File: src/rtl/tinyqv_slice_pkg.sv
// -----------------------------------------------------------------------------
// tinyqv_slice_pkg
// Shared definitions for the slice sequencer: FSM state encoding and the
// helpers that derive slice count / slice counter width from the data and
// slice widths.
// -----------------------------------------------------------------------------
package tinyqv_slice_pkg;

    typedef enum logic [1:0] {
        ST_IDLE = 2'd0,
        ST_RUN  = 2'd1,
        ST_DONE = 2'd2
    } state_t;

    // Number of slices in one operand.
    function automatic int calc_nslice(input int data_w, input int slice_w);
        return data_w / slice_w;
    endfunction

    // Width of the slice index counter.
    function automatic int calc_cnt_w(input int data_w, input int slice_w);
        return $clog2(data_w / slice_w);
    endfunction

endpackage

File: src/rtl/tinyqv_slice_shreg.sv
// -----------------------------------------------------------------------------
// tinyqv_slice_shreg
// Per-channel parallel-load slice shift register. The operand is loaded in
// parallel and rotated right by one slice per shift, so after a full pass it
// is back in its loaded position and o_slice again shows slice 0. A parallel
// copy of the operand allows an aborted pass to snap back to slice 0.
//
// Ports:
//   clk, rstn   clock, async active-low reset
//   i_load      parallel load of i_data (operand accept)
//   i_shift     advance by one slice (RUN cycle)
//   i_restore   return to the loaded operand (abort)
//   i_data      operand
//   o_slice     current (lowest) slice
// -----------------------------------------------------------------------------
module tinyqv_slice_shreg #(
    parameter int DATA_W  = 32,
    parameter int SLICE_W = 4
) (
    input  logic               clk,
    input  logic               rstn,
    input  logic               i_load,
    input  logic               i_shift,
    input  logic               i_restore,
    input  logic [DATA_W-1:0]  i_data,
    output logic [SLICE_W-1:0] o_slice
);

    logic [DATA_W-1:0] r_op;
    logic [DATA_W-1:0] r_sh;

    always_ff @(posedge clk or negedge rstn) begin
        if (!rstn) begin
            r_op <= '0;
            r_sh <= '0;
        end else if (i_load) begin
            r_op <= i_data;
            r_sh <= i_data;
        end else if (i_restore) begin
            r_sh <= r_op;
        end else if (i_shift) begin
            // rotate so the operand returns to slice 0 after NSLICE shifts
            r_sh <= {r_sh[SLICE_W-1:0], r_sh[DATA_W-1:SLICE_W]};
        end
    end

    assign o_slice = r_sh[SLICE_W-1:0];

endmodule

File: src/rtl/tinyqv_slice_seq.sv
// -----------------------------------------------------------------------------
// tinyqv_slice_seq
// Serialises N_CH operands slice by slice (LSB slice first) to a consumer,
// collects the consumer's result slice each cycle and presents the assembled
// result with a valid/ready handshake. Fixed latency: accept at T, RUN for
// T+1..T+NSLICE, out_valid from T+NSLICE+1. Back-to-back accept from DONE.
//
// Ports:
//   clk, rstn                 clock, async active-low reset
//   in_valid/in_ready/in_data operand set handshake (channel c at c*DATA_W)
//   abort                     cancel the operation in RUN
//   slice_out                 current slice per channel
//   slice_idx                 current slice index
//   slice_active/first/last   RUN-cycle flags
//   res_slice_in              consumer result slice for the current index
//   out_valid/out_ready       result handshake
//   out_data                  assembled result
// -----------------------------------------------------------------------------
module tinyqv_slice_seq
    import tinyqv_slice_pkg::*;
#(
    parameter int DATA_W  = 32,
    parameter int SLICE_W = 4,
    parameter int N_CH    = 3,
    localparam int NSLICE = calc_nslice(DATA_W, SLICE_W),
    localparam int CNT_W  = calc_cnt_w(DATA_W, SLICE_W)
) (
    input  logic                    clk,
    input  logic                    rstn,
    input  logic                    in_valid,
    output logic                    in_ready,
    input  logic [N_CH*DATA_W-1:0]  in_data,
    input  logic                    abort,
    output logic [N_CH*SLICE_W-1:0] slice_out,
    output logic [CNT_W-1:0]        slice_idx,
    output logic                    slice_active,
    output logic                    slice_first,
    output logic                    slice_last,
    input  logic [SLICE_W-1:0]      res_slice_in,
    output logic                    out_valid,
    input  logic                    out_ready,
    output logic [DATA_W-1:0]       out_data
);

    localparam logic [CNT_W-1:0] LAST_IDX = CNT_W'(NSLICE - 1);

    state_t             r_state;
    state_t             w_next;
    logic [CNT_W-1:0]   r_idx;
    logic [DATA_W-1:0]  r_res;
    logic               w_accept;
    logic               w_last;
    logic               w_run;
    logic               w_shift;
    logic               w_restore;

    assign w_run     = (r_state == ST_RUN);
    assign w_last    = (r_idx == LAST_IDX);
    assign w_accept  = in_valid & in_ready;
    assign w_shift   = w_run & ~abort;
    assign w_restore = w_run & abort;

    // ---------------- operand shift registers ----------------
    for (genvar c = 0; c < N_CH; c++) begin : g_ch
        tinyqv_slice_shreg #(
            .DATA_W  (DATA_W),
            .SLICE_W (SLICE_W)
        ) u_shreg (
            .clk       (clk),
            .rstn      (rstn),
            .i_load    (w_accept),
            .i_shift   (w_shift),
            .i_restore (w_restore),
            .i_data    (in_data[c*DATA_W +: DATA_W]),
            .o_slice   (slice_out[c*SLICE_W +: SLICE_W])
        );
    end

    // ---------------- FSM: state register ----------------
    always_ff @(posedge clk or negedge rstn) begin
        if (!rstn) r_state <= ST_IDLE;
        else       r_state <= w_next;
    end

    // ---------------- FSM: next state ----------------
    always_comb begin
        w_next = r_state;
        case (r_state)
            ST_IDLE: if (in_valid) w_next = ST_RUN;
            ST_RUN: begin
                // abort wins over the final slice
                if (abort)       w_next = ST_IDLE;
                else if (w_last) w_next = ST_DONE;
            end
            ST_DONE: if (out_ready) w_next = in_valid ? ST_RUN : ST_IDLE;
            default: w_next = ST_IDLE;
        endcase
    end

    // ---------------- FSM: outputs ----------------
    always_comb begin
        in_ready     = 1'b0;
        out_valid    = 1'b0;
        slice_active = 1'b0;
        slice_first  = 1'b0;
        slice_last   = 1'b0;
        case (r_state)
            ST_IDLE: in_ready = 1'b1;
            ST_RUN: begin
                slice_active = 1'b1;
                slice_first  = (r_idx == '0);
                slice_last   = w_last;
            end
            ST_DONE: begin
                in_ready  = out_ready;
                out_valid = 1'b1;
            end
            default: in_ready = 1'b0;
        endcase
    end

    // ---------------- slice index ----------------
    always_ff @(posedge clk or negedge rstn) begin
        if (!rstn) begin
            r_idx <= '0;
        end else if (w_accept) begin
            r_idx <= '0;
        end else if (w_run) begin
            if (abort || w_last) r_idx <= '0;
            else                 r_idx <= r_idx + CNT_W'(1);
        end
    end

    // ---------------- result assembly ----------------
    always_ff @(posedge clk or negedge rstn) begin
        if (!rstn) begin
            r_res <= '0;
        end else if (w_run && !abort) begin
            for (int s = 0; s < NSLICE; s++) begin
                if (r_idx == CNT_W'(s)) r_res[s*SLICE_W +: SLICE_W] <= res_slice_in;
            end
        end
    end

    assign slice_idx = r_idx;
    assign out_data  = r_res;

endmodule

File: config.mk
export PLATFORM = sky130hd
export DESIGN_NAME = tinyqv_slice_seq
export DESIGN_NICKNAME = d
export VERILOG_FILES = /design/src/rtl/tinyqv_slice_pkg.sv /design/src/rtl/tinyqv_slice_shreg.sv /design/src/rtl/tinyqv_slice_seq.sv
export SDC_FILE = /design/constraint.sdc
export NUM_CORES = 1
export LEC_CHECK = 0
export ABC_AREA = 1
export ABC_CLOCK_PERIOD_IN_PS = 3300
export CORE_MARGIN = 2
export CORE_UTILIZATION = 40
export CTS_CLUSTER_SIZE = 20
export DETAILED_ROUTE_END_ITERATION = 12
export MAX_ROUTING_LAYER = met4
export PLACE_DENSITY_LB_ADDON = 0.2
export SLEW_MARGIN = 20
export SYNTH_ARGS = -nofsm -noshare
export SYNTH_HDL_FRONTEND = slang
export SYNTH_SLANG_ARGS = --single-unit
File: constraint.sdc
create_clock -name clk -period 3.3 [get_ports clk]
set_input_delay 0.495 -clock clk [delete_from_list [all_inputs] [get_ports clk]]
set_output_delay 0.495 -clock clk [all_outputs]
set_load 0.03 [all_outputs]
==> results.sh, run 1 <==
export IMPL_vias_per_cell=4.782
export IMPL_ys_seq_area_share_pct=50.42
export IMPL_rr_startpoint="r_state[0]"
export IMPL_worst_r2r_path_depth=7
export IMPL_hold_end="g_ch[0].u_shreg.r_op[15]"
export IMPL_p_leak_uw=0.007567
export IMPL_synth_edff_count=0
export IMPL_cp_start_kind="flip-flop"
export IMPL_ant_nets=0
export IMPL_synthTopCellsByArea="dfrtp_1 (50%), nand2_1 (17%), nor2_1 (16%)"
export IMPL_syn_to_final_growth_pct=22.80
export IMPL_first_iter_violations=710
export IMPL_core_area_sq_um=27860
export IMPL_rsz0062_at_grt="no"
export IMPL_path_buf_inv=2
export IMPL_initial_core_util_pct=40.80
export IMPL_fmax_mhz=370.7
export IMPL_crit_top_cell="ha_1"
export IMPL_rows=61
export IMPL_cts_buffers=27
export IMPL_synth_seq_cells=229
export IMPL_clkLatencyLatePin_ps=520
export IMPL_grt_max_degree=195
export IMPL_synth_async_reset_ratio_pct=100.0
export IMPL_clkSinkCount=229
export IMPL_wl_per_cell_microns=13.86
export IMPL_cts_resized=0
export IMPL_setup_tns_ps=0
export IMPL_die_y_microns=172.6
export IMPL_portBuffers=156
export IMPL_crit_family="buffers and inverters"
export IMPL_worstSetupPathType="flip-flop to output pin"
export IMPL_ys_warn_count=0
export IMPL_final_hold_violation_count=0
export IMPL_final_cell_area_sq_um=13960
export IMPL_slew_headroom_pct=32.07
export IMPL_htree_levels=1
export IMPL_fin_skew_ps=9.268
export IMPL_yosysMostFrequentCell="nand2_1"
export IMPL_worstHoldStart="g_ch[0].u_shreg.r_op[15]"
export IMPL_maxCapViolations=0
export IMPL_drt_pre_antenna_iters=5
export IMPL_cts_buffer_depth=3
export IMPL_synth_distinct_cells=18
export IMPL_r2r_setup_slack_ps=910
export IMPL_grt_overflow=0
export IMPL_fin_nets=1806
export IMPL_ios=157
export IMPL_clk_pin_slew_ps=60
export IMPL_synth_top_area_cell="dfrtp_1"
export IMPL_synth_nets=1708
export IMPL_nFillCells=2778
export IMPL_avgSynthCellArea_sq_um=7.117
export IMPL_cts_root_buf="clkbuf_16"
export IMPL_final_core_util_pct=50.10
export IMPL_endpoint_kind="output pin"
export IMPL_seqPwrFrac_pct=41.2
export IMPL_worstHoldPathCells=2
export IMPL_antenna_cells=0
export IMPL_dp_hpwl_microns=17880
export IMPL_critPathArrivalTime_ps=2200
export IMPL_grt_usage_pct=20.13
export IMPL_netlist_area_sq_um=11370
export IMPL_finalCritPeriodShare_pct=81.75
export IMPL_regArea_sq_um=5731
export IMPL_cts_tree="built"
export IMPL_die_x_microns=172.6
export IMPL_power_share_clock_pct=28.0
export IMPL_drc=0
export IMPL_r2r_end="g_ch[1].u_shreg.r_sh[26]"
export IMPL_p_sw_uw=3468
export IMPL_synthFlopType="dfrtp_1"
export IMPL_crit_chain="ha_1, ha_1, inv_1, nor2_1, clkdlybuf4s50_1"
export IMPL_dieArea_sq_um=29780
export IMPL_fin_crit_ps=2698
export IMPL_outcome="complete, no violations"
export IMPL_required_ps=2800
export IMPL_drv_slew=0
export IMPL_multiInputGateArea_sq_um=4726
export IMPL_netlist_instances=1597
export IMPL_switching_share_pct=34.90
export IMPL_hold_path_class="flip-flop to flip-flop"
export IMPL_grt_pass1_vias=9636
export IMPL_grt_first_pass_wirelength_microns=49150
export IMPL_vias=9979
export IMPL_drt_wl_total_microns=28930
export IMPL_place_area_sq_um=13140
export IMPL_synth_top_area_share_pct=50.42
export IMPL_ys_top_cells_by_count="nand2_1 (521), nor2_1 (483), dfrtp_1 (229)"
export IMPL_worst_path_max_fanout=4
export IMPL_drive_gt1_share_pct=3.686
export IMPL_gp_congestion=0.7674
export IMPL_power_density_nw_per_um2=712.0
export IMPL_comb_power_share_pct=30.8
export IMPL_max_stage_delay_ps=700
export IMPL_critPathSlowestCell="clkdlybuf4s50_1"
export IMPL_tightest_slew_ps=1019
export IMPL_antenna_found_initial=0
export IMPL_vdd_drop_max_mv=0.4141
export IMPL_intPower_uw=6470
export IMPL_setup_viol=0
[cells by family after synthesis]
family                     share of synthesized area [%]
AOI/OAI and AO/OA                                  1.640
adders and majority gates                         0.6605
buffers and inverters                              8.289
DFF                                                50.42
and+or+nand+nor                                    38.99
[cells in the final DEF, fill, tap and decap left out]
master and count:
o22ai_1 1, ha_1 6, nor2_1 483, nor2_2 1
inv_2 1, bufinv_16 1, o21ai_0 34, nand2_4 2
buf_12 8, clkinvlp_4 2, nand2_1 520, clkbuf_16 27
dfrtp_1 229, buf_8 1, inv_1 106, clkbuf_8 4
nand3_1 7, clkinv_2 3, clkdlybuf4s50_1 154, nand4_1 96
a21oi_1 2, clkbuf_1 7, nand3_4 2, dlygate4sd3_1 1
buf_4 11
[registers in the layout (all words and copies together), names as in the netlist]
name,flops
out_data,32
slice_idx,3
g_ch.u_shreg.r_sh,96
r_state,2
g_ch.u_shreg.r_op,96
[power by group through the flow]
stage | sequential (uW) | clock [uW] | combinational [uW]
floorplan | 4230 | 0 | 1990
global placement | 4120 | 0 | 3030
detailed placement | 4140 | 0 | 3080
CTS | 4100 | 2860 | 3100
global route | 4200 | 2970 | 3510
finish | 4100 | 2780 | 3060
[metrics by stage]
stage | setup slack (ps) | power, uW | hold slack [ps] | cells
2_1_floorplan | 1416 | 6225 | 199.4 | 1597
3_3_place_gp | 672.9 | 7155 | 453.6 | 2043
3_5_place_dp | 680.1 | 7228 | 458.6 | 2043
4_1_cts | 587.1 | 10060 | 473.1 | 2087
5_1_grt | 506.8 | 10680 | 488.4 | 2087
6_report | 602.2 | 9938 | 469.0 | 2087
[how the worst max path moves through the flow]
stage / start / to / depth (start not counted)
after global routing: slice_idx[1] / slice_last / 5
final: slice_idx[1] / slice_last / 5
after floorplan: slice_idx[1] / slice_last / 4
after global placement: out_ready / g_ch[1].u_shreg.r_sh[27] / 9
after detailed placement: out_ready / g_ch[1].u_shreg.r_sh[27] / 9
after CTS: slice_idx[1] / slice_last / 5
[timing repair]
action                     CTS  global route
hold buffers                 1             0
setup endpoints to repair    0             0
buffers inserted             0             0
hold endpoints to repair     6             0
[cell type report]
class | count | share of cell area (%)
repair buffers | 175 | 12.96
inverters | 108 | 2.913
flip-flops and latches | 229 | 41.06
clock inverters | 5 | 0.3944
clock buffers | 38 | 5.424
well taps | 378 | 3.389
multi-input cells | 1154 | 33.86
[worst reg2reg max path, stage by stage (launching register included)]
cell      delay, ps
dfrtp_1         450
clkinv_2        390
nand3_4         250
buf_12          500
nand2_1         470
nor2_1          130
nor2_1           50
nor2_1           80
[per-layer routing]
layer / wire, microns / up-vias / part of all wire (%) / track usage, %
li1: - / 5060 / - / -
met1: 13940 / 4697 / 48 / 28.46
met2: 13300 / 185 / 46 / 30.94
met3: 1138 / 37 / 3.9 / 2.836
met4: 544 / 0 / 1.9 / 4.380
met5: 0 / - / 0 / -
No activity file was read; power rests on OpenSTA's default activity.
==> run 2, diff against run 1 <==
--- a/config.mk
+++ b/config.mk
@@ -6,7 +6,7 @@
 export NUM_CORES = 1
 export LEC_CHECK = 0
 export ABC_AREA = 1
-export ABC_CLOCK_PERIOD_IN_PS = 3300
+export ABC_CLOCK_PERIOD_IN_PS = 2670
 export CORE_MARGIN = 2
 export CORE_UTILIZATION = 40
 export CTS_CLUSTER_SIZE = 20
==> constraint.sdc (replaced) <==
create_clock -name clk -period 2.67 [get_ports clk]
set_input_delay 0.4005 -clock clk [delete_from_list [all_inputs] [get_ports clk]]
set_output_delay 0.4005 -clock clk [all_outputs]
set_load 0.03 [all_outputs]
==> results.sh, run 2 (synthesis gave the netlist of run 1 again) <==
export IMPL_outcome="complete, no violations"
export IMPL_worstSetupPathType="flip-flop to output pin"
export IMPL_tightest_slew_ps=750.0
export IMPL_max_stage_delay_ps=680
export IMPL_grt_pass1_vias=9503
export IMPL_worst_r2r_path_depth=7
export IMPL_die_y_microns=172.6
export IMPL_cts_root_buf="clkbuf_16"
export IMPL_portBuffers=156
export IMPL_critPathSlowestCell="clkdlybuf4s50_1"
export IMPL_fin_nets=1806
export IMPL_final_cells=2092
export IMPL_fin_skew_ps=8.253
export IMPL_place_area_sq_um=13160
export IMPL_dieArea_sq_um=29780
export IMPL_crit_chain="inv_1, nand2_1, nor2_1, clkdlybuf4s50_1"
export IMPL_grt_max_degree=146
export IMPL_wl_per_cell_microns=13.74
export IMPL_p_total_uw=12660
export IMPL_grt_first_pass_wirelength_microns=48740
export IMPL_rows=61
export IMPL_p_leak_uw=0.007670
export IMPL_cp_start_kind="flip-flop"
export IMPL_vias_per_cell=4.739
export IMPL_path_buf_inv=2
export IMPL_antenna_found_initial=0
export IMPL_endpoint_kind="output pin"
export IMPL_dpl_cell_count=2044
export IMPL_power_density_nw_per_um2=898.3
export IMPL_vias=9914
export IMPL_cts_buffer_depth=3
export IMPL_cts_tree="built"
export IMPL_syn_to_final_growth_pct=24.03
export IMPL_clkLatencyLatePin_ps=520
export IMPL_worst_path_max_fanout=6
export IMPL_hold_path_class="input port to flip-flop"
export IMPL_gp_congestion=0.7831
export IMPL_drive_gt1_share_pct=4.317
export IMPL_core_area_sq_um=27860
export IMPL_drv_slew=0
export IMPL_drt_pre_antenna_iters=5
export IMPL_setup_tns_ps=0
export IMPL_first_iter_violations=663
export IMPL_grt_overflow=0
export IMPL_setup_viol=0
export IMPL_cts_buffers=26
export IMPL_die_x_microns=172.6
export IMPL_ant_nets=0
export IMPL_drt_wl_total_microns=28740
export IMPL_drc=0
export IMPL_dp_slack_ps=349.5
export IMPL_maxCapViolations=0
export IMPL_dp_hpwl_microns=17840
export IMPL_rsz0062_at_grt="no"
export IMPL_slew_headroom_pct=50.00
export IMPL_crit_family="buffers and inverters"
export IMPL_required_ps=2270
export IMPL_grt_usage_pct=19.89
export IMPL_worstHoldPathCells=3
export IMPL_layout_common_cells="nand2_1 (520), nor2_1 (483), dfrtp_1 (229)"
export IMPL_antenna_cells=0
export IMPL_ios=157
export IMPL_clk_pin_slew_ps=60
export IMPL_initial_core_util_pct=40.80
export IMPL_final_hold_violation_count=0
export IMPL_clkSinkCount=229
export IMPL_final_common_cell="nand2_1"
export IMPL_finalCritPeriodShare_pct=95.31
export IMPL_final_cell_area_sq_um=14100
export IMPL_htree_levels=1
export IMPL_fin_crit_ps=2545
export IMPL_setup_slack_ps=125.1
export IMPL_cp_depth=4
export IMPL_fmax_mhz=392.9
export IMPL_critPathArrivalTime_ps=2140
export IMPL_vdd_drop_max_mv=0.4297
-- run 2: cell types whose count changed in the layout (fill, tap and decap cells not counted), sizes merged --
cell	before	now
clkbuf	38	34
clkinvlp	2	1
clkinv	3	9
dlymetal6s2s	0	1
clkdlybuf4s50	154	153
buf	20	21
bufinv	1	4
-- run 2: path summary, 6_finish.rpt --
path | from | to | slack (ps)
max | r_state[1] | slice_first | 130
min | in_valid | g_ch[2].u_shreg.r_op[2] | 320
max reg2reg | r_state[1] | g_ch[0].u_shreg.r_sh[17] | 810
min reg2reg | g_ch[0].u_shreg.r_op[24] | g_ch[0].u_shreg.r_op[24] | 470
max in group asynchronous | rstn | g_ch[2].u_shreg.r_op[18] | 1440
min in group asynchronous | rstn | out_data[27] | 400
-- run 2: repair_timing --
item	in CTS	in global routing
hold buffers	1	0
endpoints found under the setup margin	0	1
gates resized for setup	0	1
hold endpoints to repair	57	0
setup buffers	0	0
-- run 2: power breakdown --
part	internal, uW	leakage [uW]	switching [uW]
clock	2380	0.000465	1440
combinational	1490	0.00445	2290
sequential	4470	0.00275	593
total	8340	0.00767	4320
-- run 2: per-layer routing --
| metal | GRT usage, % | share of wire (%) |
|---|---|---|
| met1 | 28.54 | 49 |
| met5 | - | 0 |
| met4 | 3.063 | 1.3 |
| met3 | 2.814 | 4.1 |
| met2 | 30.64 | 46 |
-- run 2: layout make-up --
| type | instances | area (sq um) |
|---|---|---|
| clock buffer | 34 | 762.0 |
| sequential | 229 | 5731 |
| inverter | 108 | 406.6 |
| timing repair buffer | 176 | 1832 |
| tap | 378 | 473.0 |
| fill | 2720 | 13760 |
| multi-input combinational | 1154 | 4726 |
| clock inverter | 13 | 167.7 |
-- run 2: stage by stage --
stage | hold WS, ps | util (%)
6_report | 321.9 | 50.60
5_1_grt | 328.5 | 50.60
4_1_cts | 301.8 | 50.60
3_5_place_dp | 377.8 | 47.22
3_3_place_gp | 375.7 | 47.22
2_1_floorplan | 104.9 | -
-- run 2: worst register-to-register path, delay by kind of cell, from the launching register on --
| kind | cells | cell delay, ps |
|---|---|---|
| and+or+nand+nor | 5 | 880 |
| buffers and inverters | 2 | 450 |
| DFF | 1 | 420 |
==> run 3, diff against run 2 <==
--- a/config.mk
+++ b/config.mk
@@ -13,7 +13,6 @@
 export DETAILED_ROUTE_END_ITERATION = 12
 export MAX_ROUTING_LAYER = met4
 export PLACE_DENSITY_LB_ADDON = 0.2
-export SLEW_MARGIN = 20
 export SYNTH_ARGS = -nofsm -noshare
 export SYNTH_HDL_FRONTEND = slang
 export SYNTH_SLANG_ARGS = --single-unit
==> results of run 3 <==
Same layout as run 2: the final DEF is identical, and so are final timing and power.
